$ cat config.mk
export PLATFORM = sky130hd
export DESIGN_NAME = cpu_run_ctrl
export DESIGN_NICKNAME = d
export VERILOG_FILES = /design/src/rtl/cpu_run_ctrl.sv
export SDC_FILE = /design/constraint.sdc
export NUM_CORES = 1
export LEC_CHECK = 0
export CORE_ASPECT_RATIO = 0.75
export CORE_UTILIZATION = 48
export CTS_BUF_LIST = sky130_fd_sc_hd__clkbuf_2
export DETAILED_ROUTE_END_ITERATION = 10
export DONT_BUFFER_PORTS = 1
export GPL_TIMING_DRIVEN = 0
export PLACE_DENSITY_LB_ADDON = 0.12
export SLEW_MARGIN = 20
export SYNTH_ARGS = -nofsm -noshare
export SYNTH_HDL_FRONTEND = slang
export SYNTH_SLANG_ARGS = --single-unit
$ cat constraint.sdc
create_clock -name clk -period 3.8 [get_ports clk]
set_clock_uncertainty 0.05 [all_clocks]
set_input_delay 0.76 -clock clk [delete_from_list [all_inputs] [get_ports clk]]
set_output_delay 0.76 -clock clk [all_outputs]
set_load 0.005 [all_outputs]
$ cat src/rtl/cpu_run_ctrl.sv
// CPU run/halt/single-step sequencer: debounces btn1 (reset) and btn2
// (halt/step, long press = run), drives CPU reset, clock enable and cycle count.
//
// Ports:
//   clk, reset     : clock, synchronous active-high reset
//   btn1, btn2     : raw active-low buttons (asynchronous)
//   mem_ready      : memory ready; a step is held while this is low
//   cpu_reset_n    : CPU reset, active-low, registered
//   cpu_clk_en     : CPU clock enable, registered
//   step_mode      : 1 = halt/step mode selected
//   halted         : 1 while halted
//   step_count     : enabled CPU cycles since the last CPU reset
module cpu_run_ctrl #(
  parameter logic [23:0] DEBOUNCE_CYCLES = 24'hFFFFFF,
  parameter logic [23:0] LONG_CYCLES     = 24'hFFFFFF,
  parameter int unsigned RESET_CYCLES    = 16
) (
  input  logic        clk,
  input  logic        reset,
  input  logic        btn1,
  input  logic        btn2,
  input  logic        mem_ready,
  output logic        cpu_reset_n,
  output logic        cpu_clk_en,
  output logic        step_mode,
  output logic        halted,
  output logic [15:0] step_count
);

  localparam int RW = (RESET_CYCLES > 1) ? $clog2(RESET_CYCLES) : 1;
  localparam logic [RW-1:0] RMAX = RW'(RESET_CYCLES - 1);

  typedef enum logic [1:0] {
    S_RST,
    S_RUN,
    S_HALT,
    S_STEP
  } state_e;

  // index 0 = btn1, index 1 = btn2
  logic [1:0]  raw;
  logic [1:0]  s1_q;
  logic [1:0]  s2_q;
  logic [1:0]  deb_q;
  logic [1:0]  prs_q;
  logic [23:0] cnt_q [2];

  logic [23:0] lcnt_q;
  logic        long_q;

  state_e      state_q, state_d;
  logic [RW-1:0] rcnt_q, rcnt_d;
  logic        mode_q, mode_d;
  logic        rstn_q, rstn_d;
  logic        en_q, en_d;
  logic        halt_q, halt_d;
  logic [15:0] cnt16_q;

  assign raw = {btn2, btn1};

  always_ff @(posedge clk) begin
    if (reset) begin
      s1_q  <= 2'b11;
      s2_q  <= 2'b11;
      deb_q <= 2'b11;
      prs_q <= 2'b00;
      for (int i = 0; i < 2; i++) cnt_q[i] <= '0;
    end else begin
      s1_q <= raw;
      s2_q <= s1_q;
      for (int i = 0; i < 2; i++) begin
        prs_q[i] <= 1'b0;
        if (s2_q[i] != deb_q[i]) begin
          if (cnt_q[i] == DEBOUNCE_CYCLES - 24'd1) begin
            deb_q[i] <= s2_q[i];
            cnt_q[i] <= '0;
            prs_q[i] <= ~s2_q[i];
          end else begin
            cnt_q[i] <= cnt_q[i] + 24'd1;
          end
        end else begin
          cnt_q[i] <= '0;
        end
      end
    end
  end

  // lcnt parks at LONG_CYCLES after firing so the pulse is once per press
  always_ff @(posedge clk) begin
    if (reset) begin
      lcnt_q <= '0;
      long_q <= 1'b0;
    end else begin
      long_q <= 1'b0;
      if (deb_q[1]) begin
        lcnt_q <= '0;
      end else if (lcnt_q == LONG_CYCLES - 24'd1) begin
        lcnt_q <= LONG_CYCLES;
        long_q <= 1'b1;
      end else if (lcnt_q != LONG_CYCLES) begin
        lcnt_q <= lcnt_q + 24'd1;
      end
    end
  end

  always_ff @(posedge clk) begin
    if (reset) begin
      state_q <= S_RST;
      rcnt_q  <= '0;
      mode_q  <= 1'b0;
      rstn_q  <= 1'b0;
      en_q    <= 1'b0;
      halt_q  <= 1'b0;
    end else begin
      state_q <= state_d;
      rcnt_q  <= rcnt_d;
      mode_q  <= mode_d;
      rstn_q  <= rstn_d;
      en_q    <= en_d;
      halt_q  <= halt_d;
    end
  end

  always_comb begin
    state_d = state_q;
    rcnt_d  = rcnt_q;
    mode_d  = mode_q;
    if (prs_q[0]) begin
      state_d = S_RST;
      rcnt_d  = '0;
    end else begin
      unique case (state_q)
        S_RST: begin
          if (rcnt_q == RMAX) begin
            state_d = mode_q ? S_HALT : S_RUN;
            rcnt_d  = '0;
          end else begin
            rcnt_d = rcnt_q + 1'b1;
          end
        end
        S_RUN: begin
          if (prs_q[1]) begin
            state_d = S_HALT;
            mode_d  = 1'b1;
          end
        end
        S_HALT: begin
          if (long_q) begin
            state_d = S_RUN;
            mode_d  = 1'b0;
          end else if (prs_q[1]) begin
            state_d = S_STEP;
          end
        end
        S_STEP: begin
          if (mem_ready) state_d = S_HALT;
        end
        default: state_d = S_RST;
      endcase
    end
    // outputs follow the next state so they switch on the state edge
    rstn_d = (state_d != S_RST);
    en_d   = (state_d == S_RUN) || (state_d == S_STEP);
    halt_d = (state_d == S_HALT);
  end

  always_ff @(posedge clk) begin
    if (reset) begin
      cnt16_q <= '0;
    end else if (!rstn_q) begin
      cnt16_q <= '0;
    end else if (en_q) begin
      cnt16_q <= cnt16_q + 16'd1;
    end
  end

  assign cpu_reset_n = rstn_q;
  assign cpu_clk_en  = en_q;
  assign step_mode   = mode_q;
  assign halted      = halt_q;
  assign step_count  = cnt16_q;

endmodule

Yosys cells after proc, flatten, opt, wreduce, memory -nomap -nowiden
Memories as Yosys holds them, arrays and structs flattened. Cells that the tools add are included.

Add/sub/neg operators: 5. Eq/ne operators: 15. Multiplexer cells: 45. Bitwise gates (word level): 14. Reductions and logical operators: 13.

Operators with widths (number): $mux W24 (8); $add A24 B1 Y24 const B (3); $eq A24 B24 Y1 const B (3); $mux W1 (27); $ne A24 B24 Y1 const B (1); $add A16 B1 Y16 const B (1); $mux W2 (7); $eq A2 B2 Y1 const B (4); $not A1 Y1 (8); $pmux W2 S4 (1); $or A1 B1 Y1 (6); $reduce_bool A2 Y1 (3); $reduce_or A2 Y1 (3); $reduce_or A3 Y1 (2); $add A4 B1 Y4 const B (1); $eq A2 B1 Y1 const B (2); $eq A4 B4 Y1 const B (1); $mux W4 (1); $ne A2 B2 Y1 const B (2); $reduce_and A2 Y1 (2); $reduce_and A4 Y1 (1); $logic_not A2 Y1 (1); $ne A1 B1 Y1 (2); $pmux W1 S2 (1); $logic_or A1 B1 Y1 (1).

Bits in registers: 59. RAM bits: 48. Input bits: 5. Output and inout port bits: 20. Memories: 1.

Memory list: cnt_q (depth 2, bits a word 24, read ports 2, clocked after memory_dff 0, wr ports 2, line 46) `logic [23:0] cnt_q [2];`.

Longest topological paths before layout
Gate-level depths: netlist (run 1).

Depth in word-level cells: 8. Depth in mapped cells: 9. Mapped depth without buffers: 7.

Worst setup path before layout (run 1)
No wires, ideal clock.

Path kind: register -> register. Start: reg lcnt_q[0]. End: reg lcnt_q[1]. Setup time: 0.135 ns. Data arrival time: 1.989 ns. Setup slack: 1.626 ns. Stages on the path, launching flop included: 8. Path through: dfxtp_1 -> ha_1 -> nand3_1 -> or4_1 -> or3_1 -> buf_6 -> mux2i_1 -> a21oi_1.

Cells in the longest elaborated chain, start to end: 3.

Ends and longest elaborated chain: start: declaration (line 48) `logic [23:0] lcnt_q;`; start signal: assignment (line 101) `lcnt_q <= lcnt_q + 24'd1;`; $add A24 B1 Y24 (line 101); $mux W24 (line 100) `end else if (lcnt_q != LONG_CYCLES) begin`; $mux W24 (line 97) `end else if (lcnt_q == LONG_CYCLES - 24'd1) begin`.

Parallel ways exist; a longest one is shown, timed or not. The select of a mux whose other input is x is not followed. A chain may end at the register's enable or synchronous reset.

Worst setup path in the final report (run 1)
Start: reg lcnt_q[0]. End: reg lcnt_q[17].

Same word-level chain as after synthesis.

==> flow_summary.toml, run 1 <==
[final_layout]
multi_input_area_um2 = 2880
filler_cell_count = 1027
register_area_um2 = 2600
final_nets = 652
drive_above_1_share_pct = 6.42
area_delta_synth_final_pct = 8.52
final_area_um2 = 5910
antennaDiodeCount = 0
final_cells = 779

[yosys]
syn_area_um2 = 5450
syn_inst = 576
synth-main-ff-cell = "dfxtp_1"
synth_cell_type_count = 64
avgSynthCellArea_um2 = 9.46
yosysMostFrequentCell = "nor2_1"
ys_top_cells_by_area = "edfxtp_1, dfxtp_1, nor2_1"
synth_edf_count = 48
synthTopCellsByCount = "nor2_1, dfxtp_1, edfxtp_1, nand2_1, nand3_1"
ys_async_sr_fraction_pct = 0
ys_warn_count = 0
synth_top_area_share_pct = 26.5
ys_seq_area_share_pct = 47.8
synth_top_area_cell = "edfxtp_1"
ys_ff_latch = 106

[cts]
cts.sinks = 106
clock_latency_ns = 0.57
cts_max_level = 3
cts.clk_slew.worst_paths_ns = 0.27
cts_buffers = 9
hold_buffers = 0
cts_tree = "built"
cts_setup_buffers = 0
ctsResizeCount = 0
clock_path_buffers = 2
cts_root_buf = "clkbuf_2"

[timing]
hold_viol = 0
fin_crit_ns = 2.62
max-slew-margin-rel_pct = 50.8
max_slew.worst_pin.slew_ns = 0.732
setup_viol = 0
grt_setup_unrepaired = "no"
finalMaxSlewViolations = 0
post-route-period-util_pct = 68.8
setup_tns_ns = 0
layout_setup_ws_ns = 1.18
fmax_mhz = 382

[route]
drc = 6
antenna_left = 0
wl_per_cell_um = 13.5
avgViaCountPerCell = 5.46
first_pass_iters = 9
num_vias = 4255
drtIter0Drc = 308
wirelength_mm = 10.5

[setup_path]
crit_top_cell = "nand3_1"
cp.required_ns = 4.26
cpMaxStageDelayCell = "nor3_1"
max_stage_delay_ns = 0.64
cp_cell_sequence = "ha_1, nand3_1, nor3_1, nand3_1, and4_1, a311oi_1"
critPathMaxFanout = 8
endpoint_kind = "flop"
crit_family = "simple AND/OR/NAND/NOR gates"
cp.buffers_inverters = 0
timing.critical_path.from = "lcnt_q[0]"
arrival_ns = 3.07
worstSetupPathType = "reg -> reg"
r2r_start = "lcnt_q[0]"
startpoint_type = "flop"

[grt]
grt_pass1_vias = 3941
grt_max_degree = 18
overflow = 0
track_usage_pct = 19.2
antenna_found_initial = 0
grt_first_pass_wirelength_mm = 18.2

[run_status]
outcome = "finished, violations left"
violations = "design-rule violations"

[power_and_ir_drop]
irDropWorstVdd_mv = 0.189
p_leak_nw = 1.99
p_per_area_nw_per_um2 = 318

[placement]
detailedPlace.worstSlack_ns = 1.23
placed_cell_area_um2 = 5800
io_buffers = 0
gp_congestion = 0.849
dp_cells = 763
hpwl_mm = 7.75

[die]
rows = 33
fp.dieW_um = 125
core_um2 = 11000
die-area_um2 = 11800
initial_core_util_pct = 49.6
die_h_um = 94.3
io_pins = 25

[flow_run]
max-cap-violations = 0

[hold_path]
hold_start = "btn1"
min_path_type = "in -> reg"
## sequential cells by signal, indices dropped and copies added, names as in the netlist
register     cells
cnt_q           48
lcnt_q          24
step_count      16
rcnt_q           4
deb_q            2
prs_q            2
s1_q             2
s2_q             2
cpu_clk_en       1
cpu_reset_n      1
halted           1
long_q           1
state_q          1
step_mode        1
## area by class of cell
cell class,instances,share of cell area [%]
multi-input cells,483,48.7
flip-flops and latches,106,44.0
well taps,140,2.96
plain buffers,19,1.46
clock inverters,7,1.14
inverters,15,0.952
clock buffers,9,0.762
## worst register-to-register path, delay by kind of cell (launching register included)
family	cells	cell delay [ns]
fa+ha+maj	1	0.30
compound gates	1	0.25
flops	1	0.52
simple gates	4	1.43
## power breakdown
part	total, mW	switching [mW]	internal, mW
Combinational	0.0904	0.0522	0.0382
Sequential	1.27	0.0370	1.23
Clock	0.523	0.370	0.153
Total	1.88	0.459	1.42
## cells by family after synthesis
| kind of cell | synth area share (%) |
|---|---|
| buf+inv | 2.62 |
| fa+ha+maj | 2.99 |
| other cells | 0.0688 |
| mux | 0.758 |
| flops | 47.8 |
| compound gates | 8.77 |
| xor+xnor | 9.32 |
| simple gates | 27.7 |
## cells in the final DEF, fill, tap and decap left out, drive strengths merged, types with 4 or more instances in the layout
master and n:
inv 18, a21oi 27, nand2 37, or2 6
xor2 36, clkbuf 23, and2 5, nor2 86
or3 8, buf 5, conb 48, nor2b 4
nor3 20, xnor2 22, nand4 24, and4 14
ha 13, dfxtp 58, nand3 37, nor4 8
and3 15, edfxtp 48, a31oi 4, o21ai 18
nand2b 6, o21a 4, or4 6
## worst paths after layout
check                                   to  depth (start not counted)  slack, ns
worst min register to register     s2_q[1]                          1       0.41
worst max register to register  lcnt_q[17]                          6       1.18
worst min-delay path               s1_q[0]                          1       0.21
worst max-delay path            lcnt_q[17]                          6       1.18
## per-stage QoR
step / utilization, % / power (mW) / hold WS [ns]
6_report: 53.8 / 1.88 / 0.205
5_1_grt: 53.8 / 1.96 / 0.116
2_1_floorplan: - / 1.35 / 0.339
3_5_place_dp: 52.8 / 1.38 / 0.367
3_3_place_gp: 52.8 / 1.37 / 0.353
4_1_cts: 53.8 / 1.91 / 0.148
## layer usage
metal,wire length (um),up-vias,GRT usage (%)
met5,0,-,0
met4,112,0,5.89
met3,514,8,5.07
met2,4510,89,29.4
met1,5420,1998,26.6
li1,-,2160,-
Power figures use the tool's default switching activity.
==> run 2: changes to the inputs <==
==> constraint.sdc (replaced) <==
create_clock -name clk -period 2.2 [get_ports clk]
set_clock_uncertainty 0.05 [all_clocks]
set_input_delay 0.44 -clock clk [delete_from_list [all_inputs] [get_ports clk]]
set_output_delay 0.44 -clock clk [all_outputs]
set_load 0.005 [all_outputs]
==> flow_summary.toml, run 2 (same netlist as run 1, synthesis figures left out) <==
[run_status]
outcome = "finished, violations left"
violations = "design-rule violations"

[grt]
overflow = 0
grt_first_pass_wirelength_mm = 18.5
grt_pass1_vias = 4009
antenna_found_initial = 0
track_usage_pct = 19.6
grt_max_degree = 18

[hold_path]
hold_start = "reset"
hold_path_depth = 2
whs_endpoint = "step_mode"
min_path_type = "in -> reg"

[setup_path]
r2r_start = "lcnt_q[0]"
worstSetupPathType = "reg -> reg"
max_stage_delay_ns = 0.54
cp_cell_sequence = "ha_4, nand3_2, or4_4, or3_1, buf_6, mux2i_1, a21oi_1"
startpoint_type = "flop"
r2r-end = "lcnt_q[1]"
worst-r2r-setup-slack_ns = 0.07
cpMaxStageDelayCell = "or4_4"
cp.required_ns = 2.63
crit_family = "simple AND/OR/NAND/NOR gates"
arrival_ns = 2.57
cp.buffers_inverters = 1
critPathMaxFanout = 6
ff2ff_path_depth = 7
endpoint_kind = "flop"

[final_layout]
area_delta_synth_final_pct = 12.7
mostFrequentLayoutCell = "nor2_1"
layout_common_cells = "nor2_1, dfxtp_1, edfxtp_1, conb_1"
antennaDiodeCount = 0
filler_cell_count = 1003
final_nets = 670
largest_reg_flops = 48
drive_above_1_share_pct = 11.6
final_cells = 797
regMostFlops = "cnt_q"
finish.utilization_pct = 55.9

[die]
initial_core_util_pct = 49.6
fp.dieW_um = 125
rows = 33
die_h_um = 94.3
io_pins = 25
die-area_um2 = 11800
core_um2 = 11000

[timing]
setup_viol = 0
max-slew-margin-rel_pct = 62.1
holdWs_ns = 0.164
fmax_mhz = 468
finalMaxSlewViolations = 0
grt_setup_unrepaired = "yes"
fin_crit_ns = 2.13
max_slew.worst_pin.slew_ns = 0.563
hold_viol = 0
post-route-period-util_pct = 97.0
setup_tns_ns = 0

[power_and_ir_drop]
irDropWorstVdd_mv = 0.331
power.total_mw = 3.26
p_leak_nw = 2.11
p_per_area_nw_per_um2 = 531

[cts]
cts.sinks = 106
cts_buffers = 9
cts.clk_slew.worst_paths_ns = 0.27
cts_tree = "built"
clock_latency_ns = 0.58
clock_path_buffers = 2
cts_max_level = 3
cts_root_buf = "clkbuf_2"

[route]
drc = 6
top_layer = "met4"
wirelength_mm = 10.8
drtIter0Drc = 270
wl_per_cell_um = 13.6
avgViaCountPerCell = 5.41
wl_met1_mm = 5.49
antenna_left = 0
first_pass_iters = 8
wl_met2_mm = 4.70
wl_met3_um = 524
num_vias = 4314

[placement]
io_buffers = 0
gp_congestion = 0.849
hpwl_mm = 7.75
dp_cells = 763

[flow_run]
max-cap-violations = 0
run 2: cell count changes in the layout (fill, tap and decap cells not counted), moves of 2 or more:
cell,change
nor3_2,+2
dlygate4sd3_1,+2
clkbuf_1,-5
buf_4,+19
dfxtp_1,-5
dfxtp_4,+2
clkbuf_2,+2
nor3_1,-2
dfxtp_2,+3
run 2: how the worst max path moves through the flow:
stage / start / end / depth (start not counted)
4_1_cts: cnt_q[0][12] / cnt_q[0][15] / 7
5_1_grt: cnt_q[0][7] / cnt_q[0][21] / 5
2_1_floorplan: lcnt_q[0] / lcnt_q[1] / 7
6_report: lcnt_q[0] / lcnt_q[1] / 7
3_5_place_dp: cnt_q[0][0] / cnt_q[0][10] / 9
3_3_place_gp: cnt_q[1][16] / cnt_q[1][7] / 6
run 2: where the power goes:
| part | internal (mW) | switching, mW | total, mW |
|---|---|---|---|
| Clock | 0.264 | 0.643 | 0.907 |
| Sequential | 2.12 | 0.0584 | 2.18 |
| Combinational | 0.0768 | 0.0995 | 0.176 |
run 2: what timing repair did:
item / CTS / global route
buffers inserted: 11 / 8
endpoints found under the hold margin: 2 / 0
gates resized for setup: 13 / 13
pin swaps: 4 / 3
hold buffers: 2 / 0
endpoints found under the setup margin: 51 / 40
run 2: metrics by stage:
stage / area [um^2] / worst slack, ns
finish: 6140 / 0.0653
global placement: 5800 / -0.291
CTS: 6060 / 0.00000666
global route: 6140 / -0.0427
floorplan: 5620 / 0.0256
detailed placement: 5800 / -0.366
run 2: layout make-up:
class	count	area [um^2]	area share, %
multi-input cells	483	2940	47.9
flip-flops and latches	106	2610	42.6
well taps	140	175	2.85
repair buffers	21	163	2.65
plain buffers	16	80.1	1.30
clock inverters	7	67.6	1.10
inverters	15	56.3	0.917
clock buffers	9	45.0	0.734
run 2: routing by layer:
layer | vias to the layer above | global-route usage, %
met2 | 77 | 30.1
met3 | 10 | 5.13
met4 | 0 | 6.00
li1 | 2193 | -
met1 | 2034 | 27.0
met5 | - | 0
==> run 3: changes to the inputs <==
--- a/config.mk
+++ b/config.mk
@@ -5,7 +5,6 @@
 export SDC_FILE = /design/constraint.sdc
 export NUM_CORES = 1
 export LEC_CHECK = 0
-export CORE_ASPECT_RATIO = 0.75
 export CORE_UTILIZATION = 48
 export CTS_BUF_LIST = sky130_fd_sc_hd__clkbuf_2
 export DETAILED_ROUTE_END_ITERATION = 10
==> flow_summary.toml, run 3 (same netlist as run 1, synthesis figures left out) <==
[final_layout]
area_delta_synth_final_pct = 12.9
filler_cell_count = 1005
layout_common_cells = "nor2_1, dfxtp_1, edfxtp_1, conb_1"
largest_reg_flops = 48
antennaDiodeCount = 0
final_nets = 670
regMostFlops = "cnt_q"
mostFrequentLayoutCell = "nor2_1"
drive_above_1_share_pct = 11.0
final_area_um2 = 6150

[route]
first_pass_iters = 4
drc = 0
avgViaCountPerCell = 5.39
wl_per_cell_um = 13.4
wirelength_mm = 10.7
num_vias = 4297
antenna_left = 0
drtIter0Drc = 255

[setup_path]
critPathMaxFanout = 6
worstSetupPathType = "reg -> reg"
cp.required_ns = 2.68
startpoint_type = "flop"
arrival_ns = 2.63
endpoint_kind = "flop"

[cts]
clock_path_buffers = 2
cts.sinks = 106
cts_tree = "built"
cts_buffers = 9
cts_max_level = 3
cts.clk_slew.worst_paths_ns = 0.29
clock_latency_ns = 0.64
cts_root_buf = "clkbuf_2"

[die]
core_um2 = 10900
die_h_um = 109
rows = 38
die-area_um2 = 11800
fp.dieW_um = 109
io_pins = 25
initial_core_util_pct = 49.8

[power_and_ir_drop]
p_per_area_nw_per_um2 = 539
irDropWorstVdd_mv = 0.452
p_leak_nw = 2.12

[grt]
grt_first_pass_wirelength_mm = 17.8
grt_pass1_vias = 3877
antenna_found_initial = 0
grt_max_degree = 19
overflow = 0
track_usage_pct = 19.3

[placement]
detailedPlace.worstSlack_ns = -0.347
hpwl_mm = 7.49
gp_congestion = 0.845
placed_cell_area_um2 = 5800
io_buffers = 0

[timing]
finalMaxSlewViolations = 0
fmax_mhz = 466
setup_viol = 0
hold_viol = 0
fin_crit_ns = 2.15
layout_setup_ws_ns = 0.0521
setup_tns_ns = 0
post-route-period-util_pct = 97.6
max_slew.worst_pin.slew_ns = 0.586
max-slew-margin-rel_pct = 60.8

[hold_path]
min_path_type = "in -> reg"

[run_status]
outcome = "finished clean"

[flow_run]
max-cap-violations = 0
-- run 3: metal layers --
layer  wire [um]  track usage [%]  up-vias
met2        4910             30.6       63
met1        5210             25.2     2041
li1            -                -     2185
met4         122             5.60        0
met3         445             5.97        8
met5           0                0        -
-- run 3: area by class of cell --
type	instances	area (um^2)	area share [%]
buffer	18	101	1.65
clock buffer	9	45.0	0.732
clock inverter	7	77.6	1.26
inverter	15	56.3	0.915
multi-input combinational	483	2940	47.7
sequential	106	2610	42.5
tap	140	175	2.85
timing repair buffer	19	148	2.40
-- run 3: through the flow --
stage          utilization, %  cells  power, mW  hold WS, ns
2_1_floorplan               -    623       2.33        0.339
3_3_place_gp             53.0    763       2.37        0.341
3_5_place_dp             53.0    763       2.38        0.342
4_1_cts                  55.3    788       3.36       0.0256
5_1_grt                  56.3    797       3.48       0.0299
6_report                 56.3    797       3.32        0.105
-- run 3: path summary, 6_finish.rpt --
check	depth (start not counted)	start	endpoint	slack, ns
worst max-delay path	7	lcnt_q[0]	lcnt_q[23]	0.05
worst min register to register	1	s1_q[0]	s2_q[0]	0.39
worst min-delay path	2	reset	cnt_q[1][17]	0.11
worst max register to register	7	lcnt_q[0]	lcnt_q[23]	0.05
-- run 3: report_power, final --
| group | switching, mW | internal, mW |
|---|---|---|
| clock | 0.690 | 0.274 |
| combinational | 0.0977 | 0.0782 |
| sequential | 0.0587 | 2.12 |
-- run 3: timing repair --
| item | 4_1_cts | 5_1_grt |
|---|---|---|
| buffers inserted | 7 | 10 |
| endpoints found under the hold margin | 2 | 0 |
| pin swaps | 3 | 4 |
| hold buffers | 2 | 0 |
| endpoints found under the setup margin | 48 | 33 |
| gates resized for setup | 14 | 14 |
-- run 3: worst max-delay path, cell delays in order (launching register included) --
cell and delay (ns):
dfxtp_4 0.44, ha_4 0.17, nand3_2 0.11, or4_1 0.55, or3_1 0.39, buf_6 0.14
a21oi_1 0.16, nor3_2 0.06
